[src/rtl/mult_div_inverse_pkg.sv]
// Shared types and helpers for the iterative restoring divider.
// Latency: n/a (types and pure functions only).
// Backpressure: n/a.
package mult_div_inverse_pkg;

    // Widest divisor the shared step function handles; narrower dividers zero-extend into it.
    localparam int DIV_MAX_B   = 64;
    localparam int DEF_A_WIDTH = 64;
    localparam int CNT_W       = $clog2(DEF_A_WIDTH + 1);

    typedef enum logic [1:0] {
        IDLE = 2'd0,
        RUN  = 2'd1,
        DONE = 2'd2
    } state_t;

    typedef struct packed {
        logic [DIV_MAX_B-1:0] rem;
        logic                 qbit;
    } div_step_t;

    // Iteration counter width for a given quotient width.
    function automatic int cnt_width(input int a);
        return $clog2(a + 1);
    endfunction

    // One restoring step: shift the next dividend bit into the partial remainder
    // and subtract the divisor when it fits. The compare is one bit wider than the
    // divisor; the difference fits back in divisor width because rem < d on entry.
    function automatic div_step_t div_step(input logic [DIV_MAX_B-1:0] rem,
                                           input logic                 nbit,
                                           input logic [DIV_MAX_B-1:0] d);
        logic [DIV_MAX_B:0] t;
        div_step_t          res;
        t = {rem, nbit};
        if (t >= {1'b0, d}) begin
            res.rem  = t[DIV_MAX_B-1:0] - d;
            res.qbit = 1'b1;
        end else begin
            res.rem  = t[DIV_MAX_B-1:0];
            res.qbit = 1'b0;
        end
        return res;
    endfunction

endpackage

[src/rtl/mult_div_inverse_if.sv]
// Request/response bundle for the divider: dividend/divisor in, quotient/remainder/flags out.
// Latency: n/a (wires only).
// Backpressure: valid/ready on both the request and the response side.
interface mult_div_inverse_if #(
    parameter int inst_a_width = 64,
    parameter int inst_b_width = 64
);
    logic                                 in_valid;
    logic                                 in_ready;
    logic [inst_a_width+inst_b_width-1:0] c;
    logic [inst_b_width-1:0]              b;
    logic                                 out_valid;
    logic                                 out_ready;
    logic [inst_a_width-1:0]              q;
    logic [inst_b_width-1:0]              r;
    logic                                 div_zero;
    logic                                 ovf;

    modport master (
        output in_valid, c, b, out_ready,
        input  in_ready, out_valid, q, r, div_zero, ovf
    );

    modport slave (
        input  in_valid, c, b, out_ready,
        output in_ready, out_valid, q, r, div_zero, ovf
    );
endinterface

[src/rtl/mult_div_inverse.sv]
// Radix-2 restoring unsigned divider: (A+B)-bit dividend / B-bit divisor -> A-bit quotient, B-bit remainder.
// Latency: A+1 cycles accept-to-out_valid for a normal divide, 1 cycle for divide-by-zero or overflow.
// Backpressure: in_ready only while idle (no overlap); result held in DONE until out_ready.
module mult_div_inverse
    import mult_div_inverse_pkg::*;
#(
    parameter int inst_a_width = 64,   // quotient width, >= 2
    parameter int inst_b_width = 64    // divisor/remainder width, <= DIV_MAX_B
) (
    input  logic                  clk,
    input  logic                  rst,
    mult_div_inverse_if.slave     bus
);

    localparam int CW = cnt_width(inst_a_width);
    localparam logic [CW-1:0] LAST_ITER = CW'(inst_a_width - 1);

    state_t                  state;
    logic [CW-1:0]           cnt;
    // Partial remainder is kept at divisor width: it is always below the divisor,
    // so the extra bit of the B+1-bit subtractor only exists inside the step compare.
    logic [inst_b_width-1:0] rem;
    logic [inst_a_width-1:0] shreg;
    logic [inst_b_width-1:0] dvsr;
    div_step_t               step;

    // Single subtractor: next partial remainder and quotient bit from the current state.
    always_comb begin
        step = div_step(DIV_MAX_B'(rem), shreg[inst_a_width-1], DIV_MAX_B'(dvsr));
    end

    // Control FSM plus datapath registers; all outputs come straight from flops.
    always_ff @(posedge clk or negedge rst) begin
        if (!rst) begin
            state         <= IDLE;
            cnt           <= '0;
            rem           <= '0;
            shreg         <= '0;
            dvsr          <= '0;
            bus.in_ready  <= 1'b1;
            bus.out_valid <= 1'b0;
            bus.q         <= '0;
            bus.r         <= '0;
            bus.div_zero  <= 1'b0;
            bus.ovf       <= 1'b0;
        end else begin
            case (state)
                IDLE: begin
                    if (bus.in_valid && bus.in_ready) begin
                        dvsr         <= bus.b;
                        cnt          <= '0;
                        bus.in_ready <= 1'b0;
                        if (bus.b == '0) begin
                            // Divide by zero: report low dividend half as remainder.
                            state         <= DONE;
                            bus.out_valid <= 1'b1;
                            bus.q         <= '1;
                            bus.r         <= bus.c[inst_b_width-1:0];
                            bus.div_zero  <= 1'b1;
                            bus.ovf       <= 1'b0;
                        end else if (bus.c[inst_a_width+inst_b_width-1:inst_a_width] >= bus.b) begin
                            // Quotient would need more than A bits: saturate and flag.
                            state         <= DONE;
                            bus.out_valid <= 1'b1;
                            bus.q         <= '1;
                            bus.r         <= '0;
                            bus.div_zero  <= 1'b0;
                            bus.ovf       <= 1'b1;
                        end else begin
                            state <= RUN;
                            rem   <= bus.c[inst_a_width+inst_b_width-1:inst_a_width];
                            shreg <= bus.c[inst_a_width-1:0];
                        end
                    end
                end
                RUN: begin
                    // Dividend bits leave the top of shreg while quotient bits enter at the bottom.
                    rem   <= step.rem[inst_b_width-1:0];
                    shreg <= {shreg[inst_a_width-2:0], step.qbit};
                    cnt   <= cnt + 1'b1;
                    if (cnt == LAST_ITER) begin
                        // Final iteration publishes its result directly, saving a cycle.
                        state         <= DONE;
                        bus.out_valid <= 1'b1;
                        bus.q         <= {shreg[inst_a_width-2:0], step.qbit};
                        bus.r         <= step.rem[inst_b_width-1:0];
                        bus.div_zero  <= 1'b0;
                        bus.ovf       <= 1'b0;
                    end
                end
                DONE: begin
                    if (bus.out_ready) begin
                        state         <= IDLE;
                        bus.out_valid <= 1'b0;
                        bus.in_ready  <= 1'b1;
                    end
                end
                default: begin
                    state <= IDLE;
                end
            endcase
        end
    end

endmodule

[src/flat_wrapper.sv]
// flat-port wrapper written by rule: the top's interface ports become plain ports
module mult_div_inverse_flat import mult_div_inverse_pkg::*;
#(
    parameter int inst_a_width = 64,                          
    parameter int inst_b_width = 64                                            
)
  (clk, rst, bus_in_valid, bus_c, bus_b, bus_out_ready, bus_in_ready, bus_out_valid, bus_q, bus_r, bus_div_zero, bus_ovf);
  mult_div_inverse_if #(.inst_a_width(inst_a_width), .inst_b_width(inst_b_width)) bus_i ();
  input  logic clk;
  input  logic rst;
  input wire logic [$bits(bus_i.in_valid)-1:0] bus_in_valid;
  input wire logic [$bits(bus_i.c)-1:0] bus_c;
  input wire logic [$bits(bus_i.b)-1:0] bus_b;
  input wire logic [$bits(bus_i.out_ready)-1:0] bus_out_ready;
  output wire logic [$bits(bus_i.in_ready)-1:0] bus_in_ready;
  output wire logic [$bits(bus_i.out_valid)-1:0] bus_out_valid;
  output wire logic [$bits(bus_i.q)-1:0] bus_q;
  output wire logic [$bits(bus_i.r)-1:0] bus_r;
  output wire logic [$bits(bus_i.div_zero)-1:0] bus_div_zero;
  output wire logic [$bits(bus_i.ovf)-1:0] bus_ovf;
  assign bus_i.in_valid = bus_in_valid;
  assign bus_i.c = bus_c;
  assign bus_i.b = bus_b;
  assign bus_i.out_ready = bus_out_ready;
  assign bus_in_ready = bus_i.in_ready;
  assign bus_out_valid = bus_i.out_valid;
  assign bus_q = bus_i.q;
  assign bus_r = bus_i.r;
  assign bus_div_zero = bus_i.div_zero;
  assign bus_ovf = bus_i.ovf;
  mult_div_inverse #(.inst_a_width(inst_a_width), .inst_b_width(inst_b_width)) u_core (.clk(clk), .rst(rst), .bus(bus_i));
endmodule
[config.mk]
export PLATFORM = sky130hd
export DESIGN_NAME = mult_div_inverse_flat
export DESIGN_NICKNAME = d
export VERILOG_FILES = /design/src/rtl/mult_div_inverse_pkg.sv /design/src/rtl/mult_div_inverse_if.sv /design/src/rtl/mult_div_inverse.sv /design/src/flat_wrapper.sv
export SDC_FILE = /design/constraint.sdc
export NUM_CORES = 1
export LEC_CHECK = 0
export ABC_AREA = 1
export ABC_CLOCK_PERIOD_IN_PS = 3600
export BUFFER_PORTS_ARGS = -buffer_cell sky130_fd_sc_hd__buf_2
export CAP_MARGIN = 20
export CORE_AREA = 2 2 194 234
export CTS_CLUSTER_DIAMETER = 50
export DETAILED_ROUTE_END_ITERATION = 12
export DIE_AREA = 0 0 196 236
export PLACE_DENSITY = 0.76
export SLEW_MARGIN = 20
export SYNTH_ARGS = -nofsm -noshare
export SYNTH_HDL_FRONTEND = slang
export SYNTH_SLANG_ARGS = --single-unit
[constraint.sdc]
create_clock -name clk -period 3.6 [get_ports clk]
set_input_delay 0.54 -clock clk [delete_from_list [all_inputs] [get_ports clk]]
set_output_delay 0.54 -clock clk [all_outputs]
set_load 0.02 [all_outputs]
==> impl_results.md, run 1 <==
- Synthesized flop and latch total: 333
- R2R depth: 16
- Delay-heaviest family, CP: simple AND/OR/NAND/NOR gates
- Post-synth EDFFs: 0
- Synth area leader: dfrtp_1
- Worst rel slew slack: 0.240
- Tmin final: 3.01 ns
- 1st-iter DRT viols: 1474
- Worst EP required: 4.09 ns
- Vias in the first global route: 23000
- # port buffers: 327
- Main area contributors after synthesis: dfrtp_1, nand2_1, inv_1
- Reg2reg start: u_core.rem[10]
- Power Density: 297 nW/um^2
- Clk buf depth: 3
- Synth top area share: 0.347
- Max-cap violations: 0
- Vias/cell: 5.26
- Critical-path top delay cell: dfrtp_1
- Routed Antenna Nets: 0
- H-Tree Depth: 2
- Post-Syn Nets: 3940
- DP HPWL: 58300 um
- Root Buffer Master: clkbuf_16
- Worst Max-Slew Pin Slew: 1.14 ns
- Fill count: 4290
- Starting density of the core: 0.541
- Reg2Reg Setup Slack: 0.59 ns
- Synthesized instance count: 3614
- Final wirelength: 74300 um
- DR WL/cell: 16.6 um
- Worst setup EP type: register
- Routability Congestion: 1.02
- Setup_tns: 0 ns
- Via count: 23600
- CP Max Fanout: 25
- Worst Path Arrival: 3.50 ns
- First-pass GRT wire length: 120000 um
- Synth Area per Inst: 6.63 sq um
- RSZ-0062 raised after global routing: no
- Antenna Cells: 0
- Total Nets Final: 4224
- Min-Delay Path Depth: 3
- Clock sink total: 333
- CTS clk-pin slew, worst paths: 0.06 ns
- CP Class: register to register
- Worst hold path class: input pin to register
- Clk_lat worst skew: 0.56 ns
- Core Rows: 85
- Sequential area share after synthesis: 0.348
- Critical path's most frequent cell: nand2_1
- Final Hold Vio Count: 0
- Status: completed
- R2R Path End: u_core.rem[57]
- Clock skew: 0.0183 ns
- Largest net degree at the start of global routing: 121
- Asr flop ratio synth: 1.00
- Num CTS Buffers: 38
- Max Clock Freq: 333 MHz
- Total chip power: 0.00814 W
- Hold endpoint: u_core.dvsr[29]
- Drt pass-1 iters: 6
- Crit path cell chain: ha_1 > nand2_1 > nor2_1 > nand2_1 > clkinv_1 > nand2_2 > nand2_4 > nand2_2 > nand2_4 > nand3_4 > nand2_4 > buf_4 > nand3_1 > nand3_1 > nand2_1 > nand2_1
- Peak VDD IR: 0.349 mV
- Die H: 236 um
- Total GRT Usage: 0.325
- Critical Path Start: u_core.rem[10]
- Horiz. Die Dim: 196 um
- Buf/Inv on CP: 2
- Fin util: 0.620
- # setup viols final: 0
- Unique masters post-synth: 44
- Post-synth top flop: dfrtp_1
- Fin crit share: 0.835
- # DRC: 0
- Leakage: 16.5 nW
- Min-delay src: bus_b[29]
- Core box area: 44200 sq um
- CP Launch Type: register
- Slew Viols, Final: 0
- Layout cells sized above 1: 0.158
- I/O Pins: 328
- Postcts setup bufs: 0
- Initial antenna violation count: 0
- Synth warn: 0
- CTS tree: built
- Die area: 46300 sq um
- Syn Std Cell Area: 24000 sq um
- CTS resizes: 0
- Area delta synth->final: 14.5%
- Grt ovf: 0
- Largest stage delay, worst path: 0.41 ns
==> how the worst max path moves through the flow <==
stage                       end  slack (ns)  depth (start not counted)
2_1_floorplan  u_core.bus.r[58]        1.31                         15
3_3_place_gp   u_core.shreg[22]        0.23                         13
3_5_place_dp   u_core.shreg[27]        0.22                         13
4_1_cts          u_core.rem[57]        0.63                         16
5_1_grt        u_core.bus.r[57]        0.40                         16
6_report         u_core.rem[57]        0.59                         16
==> cell families (layout without fill, tap and decap cells) <==
| kind of cell | Yosys count | count (layout) | synth area share |
|---|---|---|---|
| DFF | 333 | 333 | 0.348 |
| buffers and inverters | 640 | 949 | 0.112 |
| xor gates and xnor gates | 31 | 31 | 0.0113 |
| muxes | 1 | 1 | 0.000418 |
| adders and majority gates | 130 | 130 | 0.0682 |
| and+or+nand+nor | 2175 | 2175 | 0.395 |
| AOI/OAI and AO/OA | 304 | 304 | 0.0650 |
==> power breakdown <==
group          switching, W  internal, W
clock               0.00160      0.00236
sequential                0      0.00374
combinational      0.000278     0.000162
==> flip-flops by register name (all words and copies together) (netlist names) <==
signal                cells
u_core.bus.in_ready       1
u_core.bus.div_zero       1
u_core.dvsr              64
u_core.cnt                7
u_core.rem               64
u_core.bus.r             64
u_core.bus.q             64
u_core.state              2
u_core.shreg             64
u_core.bus.out_valid      1
u_core.bus.ovf            1
==> worst register-to-register path: stages, from the launching register on <==
cell and delay, ns:
dfrtp_1 0.41, ha_1 0.37, nand2_1 0.11, nor2_1 0.29, nand2_1 0.20, clkinv_1 0.09
nand2_2 0.06, nand2_4 0.10, nand2_2 0.08, nand2_4 0.11, nand3_4 0.10, nand2_4 0.09
buf_4 0.38, nand3_1 0.29, nand3_1 0.15, nand2_1 0.06, nand2_1 0.05
==> cells in the mapped netlist (13+ instances only) <==
cell type  instances
ha_1             129
nor2_1           119
buf_6             13
o21ai_0          210
inv_1            488
nand2_2           14
or2_2             64
nor3_1            19
nor4_1            21
buf_2             46
dfrtp_1          332
nand3_2           51
nand4_1           90
nor2_2            15
inv_2             16
nand2_1         1538
nand3_1          215
clkbuf_1          52
a21oi_1           79
xor2_1            29
==> layout by cell type (no fill, tap or decap), types with 2 or more instances in the layout <==
cell | netlist | layout
nand2_1 | 1538 | 1537
inv_1 | 488 | 487
dfrtp_1 | 332 | 332
buf_2 | 46 | 326
nand3_1 | 215 | 215
o21ai_0 | 210 | 210
ha_1 | 129 | 129
nor2_1 | 119 | 117
nand4_1 | 90 | 90
a21oi_1 | 79 | 79
or2_2 | 64 | 64
nand3_2 | 51 | 51
clkbuf_16 | 0 | 41
buf_4 | 9 | 31
xor2_1 | 29 | 29
nor4_1 | 21 | 21
nor3_1 | 19 | 19
buf_12 | 6 | 18
inv_2 | 16 | 17
nor2_2 | 15 | 14
nand2_2 | 14 | 13
nor2_4 | 8 | 11
and2_1 | 9 | 9
clkbuf_8 | 0 | 7
nand2_4 | 4 | 6
clkbuf_1 | 52 | 6
o21a_1 | 5 | 5
clkinv_2 | 0 | 5
and3_1 | 3 | 3
nor3_2 | 3 | 3
clkinvlp_4 | 0 | 3
o21bai_1 | 2 | 2
clkinv_1 | 3 | 2
o21ai_1 | 2 | 2
xnor2_1 | 2 | 2
bufinv_16 | 0 | 2
==> metrics by stage <==
step	area [sq um]	hold WS, ns	cells	worst slack [ns]
3_5_place_dp	26100	0.453	4422	0.220
2_1_floorplan	24000	0.244	3614	1.31
5_1_grt	27400	0.244	4488	0.402
6_report	27400	0.233	4488	0.594
4_1_cts	27400	0.212	4488	0.634
3_3_place_gp	26100	0.450	4422	0.229
==> routing by layer <==
| metal | wire length, um | part of all wire | up-vias | track usage |
|---|---|---|---|---|
| li1 | - | - | 11800 | - |
| met5 | 0 | 0 | - | 0 |
| met2 | 36200 | 0.49 | 711 | 0.565 |
| met1 | 32200 | 0.43 | 10900 | 0.421 |
| met4 | 2290 | 0.031 | 0 | 0.109 |
| met3 | 3620 | 0.049 | 117 | 0.0377 |
==> cell type report <==
type	count	area, sq um	area share
repair buffers	377	2250	0.0820
clock inverters	11	123	0.00447
flip-flops and latches	333	8330	0.304
clock buffers	54	1140	0.0417
multi-input cells	2641	13000	0.473
inverters	507	1900	0.0694
well taps	565	707	0.0258
==> what timing repair did <==
action | CTS | global route
endpoints found under the setup margin | 0 | 0
hold endpoints to repair | 54 | 0
hold buffers | 1 | 0
(Power assumes the default switching activity.)
==> inputs of run 2 (changes only) <==
Settings changed: ABC_CLOCK_PERIOD_IN_PS 3600 to 3100.
Clock period 3.6 ns to 3.1 ns, I/O delays scaled along.
==> run 2 against run 1 <==
  * Sequential power is 16% higher
  * Worst setup slack worse by 0.37 ns
  * Sequential share of layout area hardly changed
  * Power is 11% higher
  * Final cell count is 0.33% higher
  * Wire length is 0.90% higher
  * Final area is 0.12% higher
  * Critical path type unchanged
  * Largest cell class unchanged
==> impl_results.md, run 2 (same netlist as run 1, synthesis figures left out) <==
- Fin Hold WS: 0.165 ns
- Tmin final: 2.87 ns
- Clk buf depth: 3
- Core Rows: 85
- Max Clock Freq: 348 MHz
- Clk_lat worst skew: 0.55 ns
- # port buffers: 327
- Routability Congestion: 1.01
- RSZ-0062 raised after global routing: no
- Starting density of the core: 0.541
- # setup viols final: 0
- Largest net degree at the start of global routing: 125
- CP Launch Type: register
- Num CTS Buffers: 37
- CTS resizes: 0
- Reg2Reg Setup Slack: 0.23 ns
- Worst Max-Slew Pin Slew: 0.967 ns
- Antenna Cells: 0
- Worst setup EP type: register
- R2R depth: 13
- Worst Path Arrival: 3.36 ns
- 1st-iter DRT viols: 1390
- Initial antenna violation count: 0
- CTS tree: built
- Routed Antenna Nets: 0
- R2R Path End: u_core.bus.r[47]
- Clock skew: 0.0238 ns
- CP endpoint: u_core.bus.r[47]
- Status: completed
- DR top layer: met4
- Total GRT Usage: 0.327
- Layout cells sized above 1: 0.160
- Peak VDD IR: 0.288 mV
- Max-cap violations: 0
- DR WL/cell: 16.7 um
- Slew Viols, Final: 0
- I/O Pins: 328
- Total Nets Final: 4240
- Final wirelength: 75000 um
- Met3 WL: 3350 um
- Worst EP required: 3.58 ns
- Die area: 46300 sq um
- Drt pass-1 iters: 7
- Horiz. Die Dim: 196 um
- Commonest non-fill, non-tap cell in the layout: nand2_1
- Post-route insts no fill: 4503
- H-Tree Depth: 2
- Final Hold Vio Count: 0
- Leakage: 16.5 nW
- Reg2reg start: u_core.rem[40]
- Fin util: 0.621
- Leading cell types in the layout, fill and taps excluded: nand2_1, inv_1, dfrtp_1
- Setup WS pre-CTS: -0.128 ns
- Fin crit share: 0.926
- Core box area: 44200 sq um
- Die H: 236 um
- CP Class: register to register
- Worst hold path class: input pin to register
- Clock sink total: 333
- # placed instances: 4439
- Vias/cell: 5.24
- First-pass GRT wire length: 121000 um
- Final WS setup: 0.228 ns
- Via count: 23600
- Worst rel slew slack: 0.356
- Wire length on met2: 36200 um
- DP HPWL: 59100 um
- Grt ovf: 0
- Critical Path Start: u_core.rem[40]
- Area delta synth->final: 14.6%
- # DRC: 0
- Power Density: 329 nW/um^2
- CP Max Fanout: 5
- Metal-1 WL: 32900 um
- Root Buffer Master: clkbuf_16
- Vias in the first global route: 23000
- CTS clk-pin slew, worst paths: 0.06 ns
[run 2: how the worst min path moves through the flow]
stage                startpoint  cells past startpoint                   to
4_1_cts                bus_b[0]                      3       u_core.dvsr[0]
2_1_floorplan               rst                      0  u_core.bus.div_zero
3_5_place_dp   u_core.bus.q[14]                      2     u_core.bus.q[14]
3_3_place_gp    u_core.bus.q[0]                      2      u_core.bus.q[0]
6_report               bus_b[0]                      3       u_core.dvsr[0]
5_1_grt                bus_b[0]                      3       u_core.dvsr[0]
[run 2: power breakdown]
part           internal [W]  leakage (nW)  switching (W)
Clock               0.00239         0.552        0.00178
Combinational      0.000199          11.7       0.000325
Sequential          0.00435          4.30              0
[run 2: worst max-delay path: stages (launching register included)]
cell,delay [ns]
dfrtp_1,0.41
ha_1,0.42
nand2_1,0.11
nor2_1,0.32
nand2_1,0.29
nor3_2,0.31
nand3_1,0.31
nand3_1,0.15
nand2_1,0.06
nand2_1,0.09
nand3_2,0.10
nand3_1,0.12
nand2_1,0.06
nand2_1,0.05
[run 2: repair_timing]
| item | CTS | global route |
|---|---|---|
| hold buffers | 1 | 0 |
| setup buffers | 0 | 0 |
| endpoints found under the hold margin | 54 | 0 |
[run 2: per-layer routing]
layer	vias to the layer above	track usage
li1	11900	-
met1	10900	0.426
met2	662	0.563
met3	120	0.0347
met4	0	0.116
met5	-	0
[run 2: metrics by stage]
step                setup TNS [ns]  area (sq um)  total power, W
finish                           0         27500         0.00904
global placement             -2.19         26300         0.00494
detailed placement           -9.64         26300         0.00495
floorplan                        0         24000         0.00458
global route                     0         27500         0.00934
CTS                              0         27500         0.00910
[run 2: area by class of cell]
cell class / instances / area, sq um
timing repair buffer: 394 / 2430
sequential: 333 / 8330
fill: 4282 / 16800
clock buffer: 54 / 1070
inverter: 507 / 1900
tap: 565 / 707
multi-input combinational: 2641 / 13000
clock inverter: 9 / 53.8
